**config.mk**
```make
export PLATFORM = sky130hd
export DESIGN_NAME = multdiv_unit
export DESIGN_NICKNAME = d
export VERILOG_FILES = /design/src/rtl/multdiv_unit.sv
export SDC_FILE = /design/constraint.sdc
export NUM_CORES = 1
export LEC_CHECK = 0
export ABC_AREA = 1
export CAP_MARGIN = 20
export CORE_MARGIN = 2
export CORE_UTILIZATION = 61
export DETAILED_ROUTE_END_ITERATION = 8
export PLACE_DENSITY = 0.85
export SLEW_MARGIN = 10
export SYNTH_ARGS = -nofsm -noshare
export SYNTH_HDL_FRONTEND = slang
export SYNTH_SLANG_ARGS = --single-unit
```
**constraint.sdc**
```tcl
create_clock -name clock -period 6.8 [get_ports clock]
set_input_delay 2.04 -clock clock [delete_from_list [all_inputs] [get_ports clock]]
set_output_delay 2.04 -clock clock [all_outputs]
set_load 0.05 [all_outputs]
```
**src/rtl/multdiv_unit.sv**
```systemverilog
// Iterative signed multiply (radix-2 Booth) / divide (restoring) unit; WIDTH cycles per op.
// Optional MULTDIV_EARLY_ZERO_EN: operations with a known-zero result finish in one cycle.
module multdiv_unit #(
   parameter int WIDTH = 32,
   parameter int CNT_W = 6
) (
   input  logic             clock,
   input  logic             reset,
   input  logic             ctrl_MULT,
   input  logic             ctrl_DIV,
   input  logic [WIDTH-1:0] operand_A,
   input  logic [WIDTH-1:0] operand_B,
   output logic [WIDTH-1:0] result,
   output logic             exception,
   output logic             data_ready,
   output logic             busy
);

   localparam logic [1:0] S_IDLE = 2'd0;
   localparam logic [1:0] S_MULT = 2'd1;
   localparam logic [1:0] S_DIV  = 2'd2;
   localparam logic [1:0] S_DONE = 2'd3;
   localparam logic [CNT_W-1:0] CNT_LAST = CNT_W'(WIDTH - 1);

   function automatic logic [WIDTH-1:0] magnitude(input logic signed [WIDTH-1:0] v);
      return v[WIDTH-1] ? (~v + 1'b1) : v;
   endfunction

   function automatic logic [WIDTH-1:0] apply_sign(input logic [WIDTH-1:0] mag, input logic neg);
      return neg ? (~mag + 1'b1) : mag;
   endfunction

   logic [1:0]              state;
   logic [CNT_W-1:0]        count;
   logic signed [WIDTH-1:0] mcand;
   logic [WIDTH-1:0]        divisor;
   logic [2*WIDTH:0]        prod;
   logic [2*WIDTH:0]        prod_next;
   logic [WIDTH-1:0]        rem, rem_next;
   logic [WIDTH-1:0]        quo, quo_next;
   logic                    neg_q, div_zero, div_ovf;
   logic signed [WIDTH:0]   upper_ext, addend, upper_sum;
   logic [WIDTH:0]          rem_sh, rem_diff;
   logic [WIDTH:0]          mult_chk;
   logic                    mult_ovf;
   logic [WIDTH-1:0]        div_res;
   logic                    div_exc;
   logic                    early_zero;

`ifdef MULTDIV_EARLY_ZERO_EN
   assign early_zero = (operand_A == '0) || (operand_B == '0);
`else
   assign early_zero = 1'b0;
`endif

   // Booth step: the upper half is summed one bit wider so the shift keeps the true sign.
   always_comb begin
      upper_ext = {prod[2*WIDTH], prod[2*WIDTH:WIDTH+1]};
      addend    = {mcand[WIDTH-1], mcand};
      case (prod[1:0])
         2'b01:   upper_sum = upper_ext + addend;
         2'b10:   upper_sum = upper_ext - addend;
         default: upper_sum = upper_ext;
      endcase
      prod_next = {upper_sum, prod[WIDTH:1]};
      mult_chk  = prod_next[2*WIDTH:WIDTH];
      mult_ovf  = !((&mult_chk) || !(|mult_chk));
   end

   // Restoring divide step on magnitudes; a clear top bit of the difference means no borrow.
   always_comb begin
      rem_sh   = {rem, quo[WIDTH-1]};
      rem_diff = rem_sh - {1'b0, divisor};
      rem_next = rem_diff[WIDTH] ? rem_sh[WIDTH-1:0] : rem_diff[WIDTH-1:0];
      quo_next = {quo[WIDTH-2:0], ~rem_diff[WIDTH]};
      div_res  = div_zero ? '0 : apply_sign(quo_next, neg_q);
      div_exc  = div_zero | div_ovf;
   end

   always_ff @(posedge clock or negedge reset) begin
      if (!reset) begin
         state     <= S_IDLE;
         count     <= '0;
         result    <= '0;
         exception <= 1'b0;
      end else begin
         case (state)
            S_IDLE: begin
               count <= '0;
               if (ctrl_MULT || ctrl_DIV) begin
                  if (early_zero) begin
                     state     <= S_DONE;
                     result    <= '0;
                     exception <= !ctrl_MULT && (operand_B == '0);
                  end else begin
                     state <= ctrl_MULT ? S_MULT : S_DIV;
                  end
               end
            end
            S_MULT: begin
               count <= count + 1'b1;
               if (count == CNT_LAST) begin
                  state     <= S_DONE;
                  result    <= prod_next[WIDTH:1];
                  exception <= mult_ovf;
               end
            end
            S_DIV: begin
               count <= count + 1'b1;
               if (count == CNT_LAST) begin
                  state     <= S_DONE;
                  result    <= div_res;
                  exception <= div_exc;
               end
            end
            default: state <= S_IDLE;
         endcase
      end
   end

   // Operand registers reload every idle cycle, so they need no reset.
   always_ff @(posedge clock) begin
      if (state == S_IDLE) begin
         mcand    <= operand_A;
         prod     <= {{WIDTH{1'b0}}, operand_B, 1'b0};
         divisor  <= magnitude(operand_B);
         rem      <= '0;
         quo      <= magnitude(operand_A);
         neg_q    <= operand_A[WIDTH-1] ^ operand_B[WIDTH-1];
         div_zero <= (operand_B == '0);
         div_ovf  <= (operand_A == {1'b1, {(WIDTH-1){1'b0}}}) && (operand_B == '1);
      end else if (state == S_MULT) begin
         prod <= prod_next;
      end else if (state == S_DIV) begin
         rem <= rem_next;
         quo <= quo_next;
      end
   end

   assign data_ready = (state == S_DONE);
   assign busy       = (state != S_IDLE);

endmodule
```
Word-level counts from Yosys, hierarchy flattened
Cells that the tools add are included.
W data, S select, Z words.
{"block": "totals", "regBits": 237, "input_bits": 68, "output_inout_bits": 35, "elab_cells": 82}
{"block": "classes", "add_sub_neg": 7, "n_eq_ne": 13, "mux": 22, "bitwise": 7, "n_reduce_logical": 19}
{"operator": "$mux W32", "n": 9}
{"operator": "$add A32 B1 Y32 const B", "n": 3}
{"operator": "$not A32 Y32", "n": 3}
{"operator": "$mux W33", "n": 2}
{"operator": "$pmux W33 S2", "n": 1}
{"operator": "$eq A32 B32 Y1 const B", "n": 2}
{"operator": "$pmux W32 S2", "n": 1}
{"operator": "$add A32 B32 Y33", "n": 1}
{"operator": "$reduce_and A33 Y1", "n": 1}
{"operator": "$reduce_or A33 Y1", "n": 1}
{"operator": "$sub A32 B32 Y33", "n": 1}
{"operator": "$sub A33 B32 Y33", "n": 1}
{"operator": "$logic_not A32 Y1", "n": 1}
{"operator": "$mux W31", "n": 1}
{"operator": "$pmux W6 S2", "n": 1}
{"operator": "$reduce_bool A2 Y1", "n": 5}
{"operator": "$ne A2 B2 Y1 const B", "n": 4}
{"operator": "$add A6 B1 Y6 const B", "n": 1}
{"operator": "$eq A2 B2 Y1 const B", "n": 3}
{"operator": "$eq A6 B5 Y1 const B", "n": 1}
{"operator": "$mux W2", "n": 3}
{"operator": "$reduce_and A2 Y1", "n": 3}
{"operator": "$eq A2 B1 Y1 const B", "n": 2}
{"operator": "$pmux W2 S2", "n": 1}
{"operator": "12 further kinds", "n": 16}

Logic depth before layout (Yosys ltp)
Gate-level depths: netlist of run 1.
{"block": "logic_depth", "depth_word": 8, "ltp_mapped": 32}

Least setup slack after synthesis of run 1
Ideal clock, no wire load.
{"block": "synth_path", "path_type": "register -> output", "from": "reg state[0]", "to": "out busy", "arrival_ps": 3513, "path_slack_ps": 1247, "path_stages_with_launch": 6, "cell_sequence": "dfrtp_1 inv_1 ha_1 clkinv_1 clkbuf_1 clkbuf_1"}
{"block": "synth_between", "elab_chain_cells": 1}
{"item": "start, declared", "line": "33", "text": "logic [1:0] state;"}
{"item": "start signal, assigned", "line": "96", "text": "state <= ctrl_MULT ? S_MULT : S_DIV;"}
{"item": "$reduce_bool A2 Y1", "line": "141", "text": "assign busy = (state != S_IDLE);"}
{"item": "end, declared", "line": "16", "text": "output logic busy"}
Every way passes these cells.

Worst setup path after layout of run 1
Same ends and word-level chain as after synthesis.

==> results of run 1 <==
==> flip-flops by register name, indices dropped and copies added (netlist names), 2 cells and up <==
name and count:
mcand 32, prod 65, result 32, divisor 32
count 6, rem 32, state 2, quo 32
==> layer usage <==
metal | part of all wire [%] | up-vias
met5 | 0.017 | -
met4 | 3.3 | 2
met3 | 10 | 125
met2 | 45 | 982
met1 | 41 | 8095
li1 | - | 8329
==> worst max-delay path, delay by kind of cell (launching register included) <==
kind       cells  cell delay [ns]
buf+inv        3             1.86
fa+ha+maj      1             0.58
flops          1             0.42
==> layout make-up <==
class,instances,share of cell area [%]
Multi-Input combinational cell,1809,48.91
Clock buffer,29,3.345
Timing Repair Buffer,118,5.842
Tap cell,384,2.428
Antenna cell,2,0.02529
Clock inverter,19,0.6449
Sequential cell,237,31.64
Inverter,377,7.170
==> cells by family after synthesis <==
logic type                 share of synthesized area [%]
AOI/OAI and AO/OA                                  13.21
DFF                                                35.49
adders and majority gates                          5.617
and+or+nand+nor                                    30.24
buffers and inverters                              9.788
xor gates and xnor gates                           5.660
==> cell usage in the layout (no fill, tap or decap), types with 5 or more instances in the layout <==
cell type / n
a21boi_1: 6
a21o_1: 10
a21oi_1: 122
a2bb2oi_1: 20
a31oi_1: 9
a32o_1: 13
buf_4: 15
clkbuf_16: 26
clkdlybuf4s50_1: 101
clkinv_1: 8
clkinv_2: 9
dfrtp_1: 41
dfxtp_1: 65
edfxtp_1: 131
ha_1: 74
inv_1: 363
inv_2: 9
nand2_1: 656
nand2_2: 9
nand2_4: 7
nand3_1: 200
nand3b_1: 10
nand4_1: 30
nor2_1: 213
nor2_2: 12
nor3_1: 28
nor3_2: 14
nor4_1: 11
o211ai_1: 11
o21ai_0: 128
o21ai_1: 22
o21bai_1: 5
o22ai_1: 25
o31ai_1: 5
or2_2: 10
xnor2_1: 28
xor2_1: 86
==> per-stage QoR <==
step | utilization, % | instances | worst slack (ns) | hold slack (ns)
after detailed placement | 66.26 | 2924 | 1.892 | 0.4626
after CTS | 69.02 | 2972 | 1.310 | 0.4734
after global routing | 69.13 | 2974 | 1.151 | 0.5033
after floorplan | - | 2497 | 1.247 | 0.4483
final | 69.14 | 2975 | 1.326 | 0.4727
after global placement | 66.26 | 2924 | 1.980 | 0.4597
==> report_power, final <==
group	switching, mW	internal (mW)	total [mW]
registers	0.483	2.27	2.76
logic	4.57	2.03	6.61
clock network	0.619	0.708	1.33
total	5.68	5.02	10.7
==> worst paths after layout <==
check | endpoint | cells after the start
min reg2reg | rem[21] | 2
min | rem[21] | 2
max | busy | 4
min in group asynchronous | state[1] | 1
max in group asynchronous | exception | 1
max reg2reg | exception | 30
==> results.toml, run 1 <==
[worst_setup_path]
cp.required_ns = 4.76
r2r-start = "mcand[0]"
crit_chain = "inv_1, ha_4, clkinv_2, clkdlybuf4s50_1"
crit_path_end_kind = "output port"
worstPathMaxFanout = 60
startpoint = "state[0]"
critPathSlowestCell = "clkdlybuf4s50_1"
arrival_ns = 3.43
worstSetupStartpointType = "register"
slowest_delay_ns = 0.92
crit_type = "register to output port"
rrSetupSlack_ns = 2.16

[timing]
max_freq_mhz = 182.7
fin_crit_ns = 5.474
setup_tns_ns = 0
rsz0062_at_grt = "no"
tightest_slew_ns = 0.9612
hold_viol = 0
period_share_pct = 80.50
fin_worst_skew_ns = 0.02385
slew_viol_final = 0
finalSetupViolCount = 0
slew_headroom_pct = 35.92

[routing]
viasPerCell = 5.893
drc_errors = 2
via_count = 17530
ant_nets = 0
first_pass_iters = 9
wl_per_cell_um = 18.15
drtIter0Drc = 2250
drt_wl_total_um = 53990

[synth]
synth.area.top_cells = "edfxtp_1 (22%), nand2_1 (14%), inv_1 (7.7%), dfxtp_1 (7.4%), dfrtp_1 (5.8%)"
synth_edf_count = 131
synth_top_cell_by_area = "edfxtp_1"
synthFlopType = "edfxtp_1"
ys_ff_latch = 237
synth_top_area_share_pct = 22.30
netlist_instances = 2497
synth_seq_area_share_pct = 35.49
synth_cell_type_count = 60
yosys_warnings = 0
yosysMostFrequentCell = "nand2_1"
synth_commonest_cells = "nand2_1 (657), inv_1 (363), nor2_1 (215)"
netlist_area_mm2 = 0.01764
synthArstFlopShare_pct = 17.30
avgSynthCellArea_um2 = 7.065
syn_nets = 2643

[power_and_ir_drop]
finalPower_mw = 10.69
power_density_mw_per_mm2 = 540.3
leakage_nw = 9.187
ir_drop_uv = 344.7

[finish]
ff_latch_area_mm2 = 0.006261
multi_input_area_mm2 = 0.009679
area_growth_pct = 12.19
fillers = 2384
fin_area_mm2 = 0.01979
nNetsFinal = 2715
drive_gt1_share_pct = 5.485

[status]
status = "finished, violations left"
failed_checks = "design-rule violations"

[floorplan]
fp.dieArea_mm2 = 0.03030
rows = 62
fp.coreArea_mm2 = 0.02863
ioPinCount = 103
die_h_um = 174.1
initial_core_util_pct = 61.63
die-width_um = 174.1

[clocking]
tritoncts = "yes"
cts_resized = 0
clk_latency_ns = 0.56
clk_pin_slew_ns = 0.06
cts_buffers = 26
clock_sinks = 237
cts_root_buffer = "clkbuf_16"
cts_setup_buffers = 0
cts_buffer_depth = 3
postCtsHoldBufs = 0
cts_max_level = 1

[grt]
grt_use_met2_pct = 55.61
met3_usage_pct = 4.943
busiest_layer = "met2"
grt_max_degree = 68
grt_first_pass_wirelength_um = 84240
grt_overflow_total = 0
antenna_found_initial = 3
grt_pass1_vias = 15940
use_met1_pct = 48.75
grt_usage_pct = 34.64

[placed_design]
gp_congestion = 1.008
io_buffers = 102
placed_cell_area_mm2 = 0.01897
dp_hpwl_um = 40560

[run]
cap_violations = 0

[worst_hold_path]
min_from = "rem[21]"
hp-class = "register to register"
Power figures use the tool's default switching activity.
==> run 2: changes to the inputs <==
==> constraint.sdc (replaced) <==
create_clock -name clock -period 5.3 [get_ports clock]
set_input_delay 1.59 -clock clock [delete_from_list [all_inputs] [get_ports clock]]
set_output_delay 1.59 -clock clock [all_outputs]
set_load 0.05 [all_outputs]
==> run 2 against run 1 <==
Net effect: the flow now finishes without violations; register-to-register slack worse by 1.6 ns; sequential share of layout area is 0.088 points lower; flip-flop and latch count stayed put; hold slack better by 0.0082 ns; power is 30% higher; count of clock-buffer cells in the layout is 5 higher; largest power group unchanged.
==> results.toml, run 2 (synthesized netlist as in run 1, its figures left out) <==
[timing]
hold_viol = 0
rsz0062_at_grt = "no"
slew_headroom_pct = 34.11
max_freq_mhz = 211.5
period_share_pct = 89.23
setup_tns_ns = 0
tightest_slew_ns = 0.9883
finalSetupViolCount = 0
slew_viol_final = 0
fin_worst_skew_ns = 0.009750
fin_crit_ns = 4.729
fin_ws_ns = 0.5709

[worst_setup_path]
reg2reg_depth = 30
r2r-end = "exception"
worstPathMaxFanout = 6
crit_top_cell = "nand2_1"
r2r-start = "mcand[0]"
critPathSlowestCell = "edfxtp_1"
crit_path_end_kind = "register"
worstSetupStartpointType = "register"
crit_type = "register to register"
cp.required_ns = 5.73
arrival_ns = 5.16
rrSetupSlack_ns = 0.57
slowest_delay_ns = 0.41

[status]
status = "complete, no violations"

[finish]
final_common_cell = "nand2_1"
final_util_pct = 69.33
regMostFlops = "prod"
ff_latch_area_mm2 = 0.006261
final_cell_mix = "nand2_1 (656), inv_1 (363), nor2_1 (213)"
nNetsFinal = 2716
largest_reg_flops = 65
multi_input_area_mm2 = 0.009679
area_growth_pct = 12.50
fillers = 2432
drive_gt1_share_pct = 5.637
stdcell_count = 2975

[clocking]
clk_pin_slew_ns = 0.07
cts_setup_buffers = 0
cts_max_level = 1
cts_buffer_depth = 3
cts_buffers = 26
clock_sinks = 237
cts_resized = 0
tritoncts = "yes"
clk_latency_ns = 0.55
cts_root_buffer = "clkbuf_16"
postCtsHoldBufs = 0

[floorplan]
fp.dieArea_mm2 = 0.03030
die-width_um = 174.1
fp.coreArea_mm2 = 0.02863
die_h_um = 174.1
rows = 62
initial_core_util_pct = 61.63
ioPinCount = 103

[routing]
wl_per_cell_um = 18.28
viasPerCell = 5.862
drc_errors = 0
ant_nets = 0
drtIter0Drc = 2147
drt_wl_total_um = 54380
via_count = 17440
first_pass_iters = 6

[placed_design]
dp_hpwl_um = 41170
place_ws_ns = 0.6714
gp_congestion = 0.9614
post-place-cells = 2925
io_buffers = 102

[power_and_ir_drop]
ir_drop_uv = 411.6
power_density_mw_per_mm2 = 699.1
finalPower_mw = 13.87
leakage_nw = 9.228

[grt]
grt_pass1_vias = 16070
grt_max_degree = 106
grt_overflow_total = 0
grt_first_pass_wirelength_um = 85960
grt_usage_pct = 35.38
antenna_found_initial = 2

[worst_hold_path]
hold_path_depth = 2
min_from = "rem[27]"
hp-class = "register to register"
hold_end = "rem[27]"

[run]
cap_violations = 0
## run 2: metal layers
| layer | global-route usage, % | share of wire, % | vias up |
|---|---|---|---|
| li1 | - | - | 8331 |
| met1 | 50.47 | 43 | 8088 |
| met2 | 56.11 | 45 | 892 |
| met3 | 5.249 | 9.2 | 123 |
| met4 | 10.19 | 2.9 | 4 |
| met5 | 0 | 0.046 | - |
## run 2: how the worst max path moves through the flow
| stage | from | endpoint | slack [ns] | cells past startpoint |
|---|---|---|---|---|
| after floorplan | state[0] | busy | 0.20 | 5 |
| after global placement | mcand[0] | exception | 0.69 | 30 |
| after detailed placement | mcand[0] | exception | 0.67 | 30 |
| after CTS | mcand[0] | exception | 0.66 | 30 |
| after global routing | mcand[0] | exception | 0.07 | 30 |
| final | mcand[0] | exception | 0.57 | 30 |
## run 2: final cells by class
class | instances | share of cell area (%)
tap | 384 | 2.421
sequential | 237 | 31.55
multi-input combinational | 1809 | 48.77
inverter | 377 | 7.150
timing repair buffer | 119 | 5.800
clock buffer | 34 | 3.632
antenna | 1 | 0.01261
clock inverter | 14 | 0.6620
## run 2: worst max-delay path, delay by kind of cell, from the launching register on
| kind | cells | cell delay (ns) |
|---|---|---|
| AO/OA/AOI/OAI | 1 | 0.27 |
| adder cells (fa/ha/maj) | 2 | 0.57 |
| buffers and inverters | 1 | 0.12 |
| flip-flops | 1 | 0.41 |
| XOR/XNOR | 1 | 0.18 |
| AND/OR/NAND/NOR | 25 | 3.06 |
## run 2: stage by stage
stage / hold slack [ns] / area [um2]
finish: 0.4809 / 19850
global route: 0.5164 / 19840
CTS: 0.4805 / 19830
detailed placement: 0.4647 / 18980
global placement: 0.4572 / 18980
floorplan: 0.4483 / 17640
## run 2: power by group
part / switching, mW / leakage (nW) / total [mW] / internal (mW)
clock: 0.799 / 0.422 / 1.82 / 1.02
sequential: 0.623 / 2.38 / 3.54 / 2.92
combinational: 5.91 / 6.43 / 8.52 / 2.61
total: 7.33 / 9.23 / 13.9 / 6.54
